==> src/rtl/timer_responder.sv <==
// rtl/timer_responder.sv - memory-mapped countdown timer bus responder with one interrupt line
//
// Countdown timer with one-shot and periodic modes. It has four word registers,
// selected by addr[1:0] (byte address bits [3:2]):
//   0 CTRL   [3:0] = {IM, MODE[1:0], EN}
//   1 PRESET
//   2 COUNT  (read-only)
//   3 reserved
// Ports:
//   clk     system clock
//   reset   synchronous active-low reset
//   addr    word address from the bridge; only addr[1:0] are decoded
//   we      write strobe
//   byteen  byte enables; only full-word writes take effect
//   wdata   write data
//   rdata   combinational read data for addr
//   irq     interrupt request (IM & irq_flag)

module timer_responder (
   input  logic        clk,
   input  logic        reset,
   input  logic [29:0] addr,
   input  logic        we,
   input  logic [3:0]  byteen,
   input  logic [31:0] wdata,
   output logic [31:0] rdata,
   output logic        irq
);

   typedef enum logic [1:0] {
      S_IDLE,
      S_LOAD,
      S_CNT,
      S_INT
   } state_t;

   localparam logic [1:0] REG_CTRL   = 2'd0;
   localparam logic [1:0] REG_PRESET = 2'd1;
   localparam logic [1:0] REG_COUNT  = 2'd2;

   state_t      state, state_nx;
   logic [3:0]  ctrl, ctrl_nx;
   logic [31:0] preset, preset_nx;
   logic [31:0] count, count_nx;
   logic        irq_flag, irq_flag_nx;

   logic        wr_full;
   logic [1:0]  sel;
   logic        unused_addr;

   assign sel         = addr[1:0];
   assign wr_full     = we && (byteen == 4'b1111);
   assign unused_addr = ^addr[29:2];

   always_comb begin
      rdata = 32'd0;
      case (sel)
         REG_CTRL:   rdata = {28'd0, ctrl};
         REG_PRESET: rdata = preset;
         REG_COUNT:  rdata = count;
         default:    rdata = 32'd0;
      endcase
   end

   assign irq = ctrl[3] & irq_flag;

   always_comb begin
      state_nx    = state;
      ctrl_nx     = ctrl;
      preset_nx   = preset;
      count_nx    = count;
      irq_flag_nx = irq_flag;

      case (state)
         S_IDLE: begin
            if (ctrl[0]) state_nx = S_LOAD;
         end
         S_LOAD: begin
            count_nx = preset;
            state_nx = S_CNT;
         end
         S_CNT: begin
            if (!ctrl[0]) begin
               state_nx = S_IDLE;
            end else if (count > 32'd1) begin
               count_nx = count - 32'd1;
            end else begin
               // A preset of 0 expires on the first counting cycle, like a preset of 1.
               count_nx    = 32'd0;
               irq_flag_nx = 1'b1;
               state_nx    = S_INT;
            end
         end
         S_INT: begin
            if (ctrl[2:1] == 2'b01) begin
               // Periodic: pulse ends here and the IDLE->LOAD path reloads.
               irq_flag_nx = 1'b0;
            end else begin
               // One-shot: stop the timer but leave the request pending.
               ctrl_nx[0] = 1'b0;
            end
            state_nx = S_IDLE;
         end
         default: state_nx = S_IDLE;
      endcase

      // A bus write to CTRL restarts the timer and wins over the FSM; COUNT
      // keeps its current value at that edge.
      if (wr_full) begin
         case (sel)
            REG_CTRL: begin
               ctrl_nx     = wdata[3:0];
               state_nx    = S_IDLE;
               irq_flag_nx = 1'b0;
               count_nx    = count;
            end
            REG_PRESET: preset_nx = wdata;
            default: ;
         endcase
      end
   end

   always_ff @(posedge clk) begin
      if (!reset) begin
         state    <= S_IDLE;
         ctrl     <= 4'd0;
         preset   <= 32'd0;
         count    <= 32'd0;
         irq_flag <= 1'b0;
      end else begin
         state    <= state_nx;
         ctrl     <= ctrl_nx;
         preset   <= preset_nx;
         count    <= count_nx;
         irq_flag <= irq_flag_nx;
      end
   end

endmodule

==> config.mk <==
export PLATFORM = sky130hd
export DESIGN_NAME = timer_responder
export DESIGN_NICKNAME = d
export VERILOG_FILES = /design/src/rtl/timer_responder.sv
export SDC_FILE = /design/constraint.sdc
export NUM_CORES = 1
export LEC_CHECK = 0
export ABC_AREA = 1
export BUFFER_PORTS_ARGS = -buffer_cell sky130_fd_sc_hd__buf_2
export CORE_MARGIN = 2
export CORE_UTILIZATION = 45
export CTS_CLUSTER_SIZE = 24
export DETAILED_ROUTE_END_ITERATION = 7
export GPL_TIMING_DRIVEN = 0
export PLACE_DENSITY = 0.7
export SLEW_MARGIN = 40
export SYNTH_ARGS = -nofsm -noshare
export SYNTH_HDL_FRONTEND = slang
export SYNTH_SLANG_ARGS = --single-unit
==> constraint.sdc <==
create_clock -name clk -period 3.76 [get_ports clk]
set_input_delay 0.752 -clock clk [delete_from_list [all_inputs] [get_ports clk]]
set_output_delay 0.752 -clock clk [all_outputs]
set_load 0.02 [all_outputs]
---- After elaboration in Yosys (flattened, before gate mapping) ----
Cells that the tools add are included.
storage, ports and cells
  register bits ........................... 71
  latch bits .............................. 0
  RAM bits ................................ 0
  ROM bits ................................ 0
  input bits .............................. 69
  output and inout bits ................... 33
  logic and storage cells ................. 44
  memories ................................ 0
cells by class
  add/subtract/negate cells ............... 1
  $mul .................................... 0
  divide/modulo/power cells ............... 0
  $lt $le $gt $ge ......................... 1
  equal/unequal tests ..................... 8
  shift operators ......................... 0
  mux-type cells .......................... 22
  bitwise operators ....................... 1
  reductions and logical operators ........ 5
operators by type and width
  operator                                                                          count
  32-bit 2-to-1 mux                                                                 4
  32-bit case mux with 3 select lines                                               1
  32-bit case mux with 2 select lines                                               1
  32-bit by 1-bit greater-than comparator with 1-bit output, second input constant  1
  32-bit by 1-bit subtractor with 32-bit output, second input constant              1
  2-bit 2-to-1 mux                                                                  5
  1-bit 2-to-1 mux                                                                  9
  2-bit case mux with 4 select lines                                                1
  2-bit by 1-bit equality test with 1-bit output, second input constant             3
  2-bit equality test, second input constant                                        3
  4-bit equality test, second input constant                                        1
  2-bit logical NOT                                                                 2
  2-bit AND reduction                                                               2
  2-bit inequality test, second input constant                                      1
  1-bit case mux with 2 select lines                                                1
  1-bit bitwise AND                                                                 1
  1-bit logical AND                                                                 1

---- Logic depth before layout (Yosys ltp) ----
  depth in word-level cells ............... 6
  gate-level depth with buffers ........... 12
  depth with buffers taken out ............ 12

---- Worst setup path before layout ----
Ideal clock, no wire load.
  kind .................................... input to output
  start point ............................. input addr[0]
  end point ............................... output rdata[0]
  arrival time ............................ 1.571 ns
  required time ........................... 3.008 ns
  setup slack ............................. 1.437 ns
  cell stages on the path ................. 5
  path buffers ............................ 1
  cell sequence ........................... inv_1 nor2_1 inv_1 clkbuf_1 o221ai_1
between the ends
  cells in the longest elaborated chain, start to end .. 2
  elaborated cells on any way between the ends .. 4
  classes of those cells .................. 2 x eq/ne; 1 x mux; 1 x reduce/logical
ends and longest elaborated chain
  element                                            line  RTL
  from (decl)                                        22    input logic [29:0] addr,
  2-bit equality test, or another cell as far along  57    case (sel)
  32-bit case mux with 3 select lines *              57
  to (decl)                                          26    output logic [31:0] rdata,
Every way passes the cells marked *; elsewhere a longest branch is shown, timed or not.

---- Worst setup path after layout ----
  start point ............................. input addr[0]
  end point ............................... output rdata[17]
Same word-level chain as after synthesis.

==> results by group <==
Logic synthesis
  – Simple-Gate Fraction of Synth Area: 22.7%
  – Flops & latches, synth: between 70 and 80
  – Largest family of logic cells by synthesized area: compound AO/OA/AOI/OAI gates
  – Mux cell area share after synthesis: 0%
  – Most used DFF post-synth: dfxtp_1
  – YS warnings: 0
  – Synth top area share: 34.6%
  – Cell Area, Synth: between 4000 and 5000 sq um
  – Most common cell in the netlist: a21oi_1
  – Synth Area in XOR/XNOR: under 10%
  – Yosys cell types: 29
  – Top cells by count, synth: a21oi_1, nand2_1, inv_1, dfxtp_1, nor2_1
  – Syn Nets: 687
  – Syn avg cell area: about 6.7 sq um
  – Seq/Total Area, Yosys: around a third
  – Main area contributors after synthesis: dfxtp_1, a21oi_1, nand2_1
  – Post-synth EDFFs: 0
  – Compound-Gate Fraction of Synth Area: between 20 and 30%
  – Adder-Cell Fraction of Synth Area: less than 1%
  – Synth Instances: around 620
  – Post-synth ARST share: 0%
  – Post-synth top area cell: dfxtp_1

Worst setup path
  – Startpoint Class: input pin
  – Crit path arrival time: around 2.1 ns
  – RR Endpoint: count[30]
  – CP max stage delay: 0.62 ns
  – CP Cell Sequence: buf_2 > inv_1 > nor2_1 > inv_1 > clkbuf_1 > o22ai_1 > buf_2
  – CP Class: input pin to output pin
  – Crit path max-delay family: buffers and inverters
  – Worst Reg-to-Reg Cells: 11
  – Reg2reg start: count[0]
  – R2R Setup Slk: 1.81 ns
  – Slowest cell on the critical path: clkbuf_1
  – CP endpoint kind: output pin
  – Critical path peak fanout: 10
  – Worst EP required: ~3 ns
  – Worst path bufs/invs: 5

Clock tree
  – Clk sinks: 71
  – CTS tree: done
  – Clock Latency Late Sink: approximately 0.36 ns
  – Post-CTS Repair Setup Buffers: 0
  – CTS Buf Count: 9
  – CTS resizes: 0
  – Hold-fix buffers at CTS: 0
  – Clk pin slew, worst setup/hold paths: around 0.07 ns
  – H-tree levels: 3
  – CTS max path bufs: 2
  – Root buf cell: clkbuf_8

Timing
  – Final setup TNS: 0 ns
  – RSZ-0062 raised after global routing: false
  – Slew headroom: between 40% and 50%
  – Fin. Hold Viols: 0
  – Clock Skew: approximately 0.011 ns
  – F_max: between 300 and 400 MHz
  – Max Slew Vio Count: 0
  – Worst-Margin Slew: around 0.79 ns
  – Final setup fails: 0
  – Period utilization: approximately three quarters
  – Fin crit period: between 2 and 3 ns

Detailed routing
  – DRT Wirelength: around 13 mm
  – Vias per cell: ~5.5
  – Iteration-0 DRC Markers: ~230
  – Router iterations before antenna repair: 5
  – Antenna Nets Post-Route: 0
  – Via Count: approximately 4.4k
  – Wire per inst: about 17 microns
  – Residual DRC: 0

Finish
  – Reg area: 1420 sq um
  – Fillers: 909
  – Fraction of layout cells with a size suffix above 1: 18.3%
  – Footprint of the multi-input gates: between 2000 and 2500 sq um
  – Area Overhead vs Synth: 17.5%
  – # diodes: 0
  – Nets: 770

Place
  – I/O Buffers: 72
  – HPWL after detailed placement: between 9 and 10 mm
  – Final Wtd Congestion: just under 1

Power and ir drop
  – Lkg Pwr: approximately 2.1 nW
  – Combinational share of power: under 10%
  – Clk pwr share: between 40% and 50%
  – Peak VDD IR: 0.172 mV
  – Switching share of power: between 20% and 30%
  – Psw: between 0.3 and 0.4 mW
  – Power Internal: 1.19 mW
  – PwrDens: around 330 nW/um^2
  – Final Power: between 1.5 and 2 mW
  – Sequential Power Share: 48.0%

Worst hold path
  – Hold_sp: preset[16]
  – Hold Crit Class: flip-flop to flip-flop
  – Hold depth: 2
  – Hold endpoint: preset[16]

Global routing
  – Initial antenna violation count: 0
  – Vias in the first global route: between 4k and 5k
  – Routing usage on met1: 38.7%
  – M2 GR Usage: between 40 and 50%
  – Maximum number of pins on one net before global-route repair: 13
  – Met3 Track Usage GR: under 10%
  – Grt peak-use layer: met2
  – Congestion Overflow GR: 0
  – First-pass GRT wire length: approximately 21 mm
  – Tot GR Track Use: between 20 and 30%

Status
  – Status: finished clean

Floorplanning
  – Starting Density: between 40% and 50%
  – FP Rows: 34
  – Die X-Extent: 99.5 microns
  – Die Span Y: between 90 and 100 microns
  – Die area: around 9900 sq um
  – Core Area: ~8800 sq um
  – # IOs: 102

Job
  – # Max-Cap Violations: 0
-- sequential cells by signal, summed over array words and instances (netlist names) --
signal and flops:
ctrl 4, irq_flag 1, count 32, preset 32
state 2
-- cell usage in the layout, fill, tap and decap left out, types with 20 or more instances in the layout --
cell / netlist / final
nor2_1: 61 / 61
buf_2: 3 / 75
clkbuf_1: 19 / 20
inv_1: 79 / 79
a21oi_1: 99 / 99
o21ai_0: 47 / 47
dfxtp_1: 71 / 71
o21ai_1: 31 / 31
nand2_1: 84 / 84
nand3_1: 27 / 27
o22ai_1: 29 / 29
-- layer usage --
metal / share of wire (%) / wire, microns
met2: 46 / 6190
met1: 47 / 6300
met5: 0 / 0
met4: 1.9 / 255
met3: 5.1 / 682
-- power groups by stage --
| stage | Sequential, mW | Combinational, mW | Clock (mW) |
|---|---|---|---|
| CTS | 0.757 | 0.113 | 0.710 |
| detailed placement | 0.775 | 0.113 | 0 |
| global placement | 0.775 | 0.111 | 0 |
| floorplan | 0.775 | 0.0647 | 0 |
| global route | 0.758 | 0.128 | 0.740 |
| finish | 0.758 | 0.115 | 0.705 |
-- kinds of logic (layout without fill, tap and decap cells) --
logic type                 after synthesis  in the layout
AOI/OAI and AO/OA                      216            216
xor gates and xnor gates                11             11
adders and majority gates                2              2
buffers and inverters                  113            201
DFF                                     71             71
and+or+nand+nor                        203            203
-- tightest hold or removal path, cell delays in order (launching register included) --
cell and delay [ns]:
dfxtp_1 0.32, inv_1 0.06, a21oi_1 0.05
-- how the worst max path moves through the flow --
stage,start,depth (start not counted),slack [ns],endpoint
final,addr[0],7,0.92,rdata[17]
after global routing,addr[0],7,0.84,rdata[17]
after CTS,addr[0],7,0.94,rdata[26]
after detailed placement,addr[0],7,0.94,rdata[26]
after global placement,addr[0],7,0.95,rdata[17]
after floorplan,addr[0],5,1.44,rdata[0]
-- metrics by stage --
stage | cell area (sq um) | worst slack (ns) | cells | hold WS (ns) | utilization (%)
CTS | 4820 | 0.935 | 812 | 0.477 | 55.0
finish | 4820 | 0.918 | 812 | 0.476 | 55.0
global route | 4820 | 0.839 | 812 | 0.498 | 55.0
floorplan | 4100 | 1.44 | 616 | 0.444 | -
global placement | 4600 | 0.948 | 796 | 0.459 | 52.5
detailed placement | 4600 | 0.939 | 796 | 0.465 | 52.5
-- layout make-up --
class,instances,area share [%]
clock inverter,5,1.69
timing repair buffer,72,7.47
multi-input combinational,432,45.8
tap,108,2.80
sequential,71,29.5
inverter,82,6.44
clock buffer,11,2.93
buffer,31,3.43
Power figures use the tool's default switching activity.
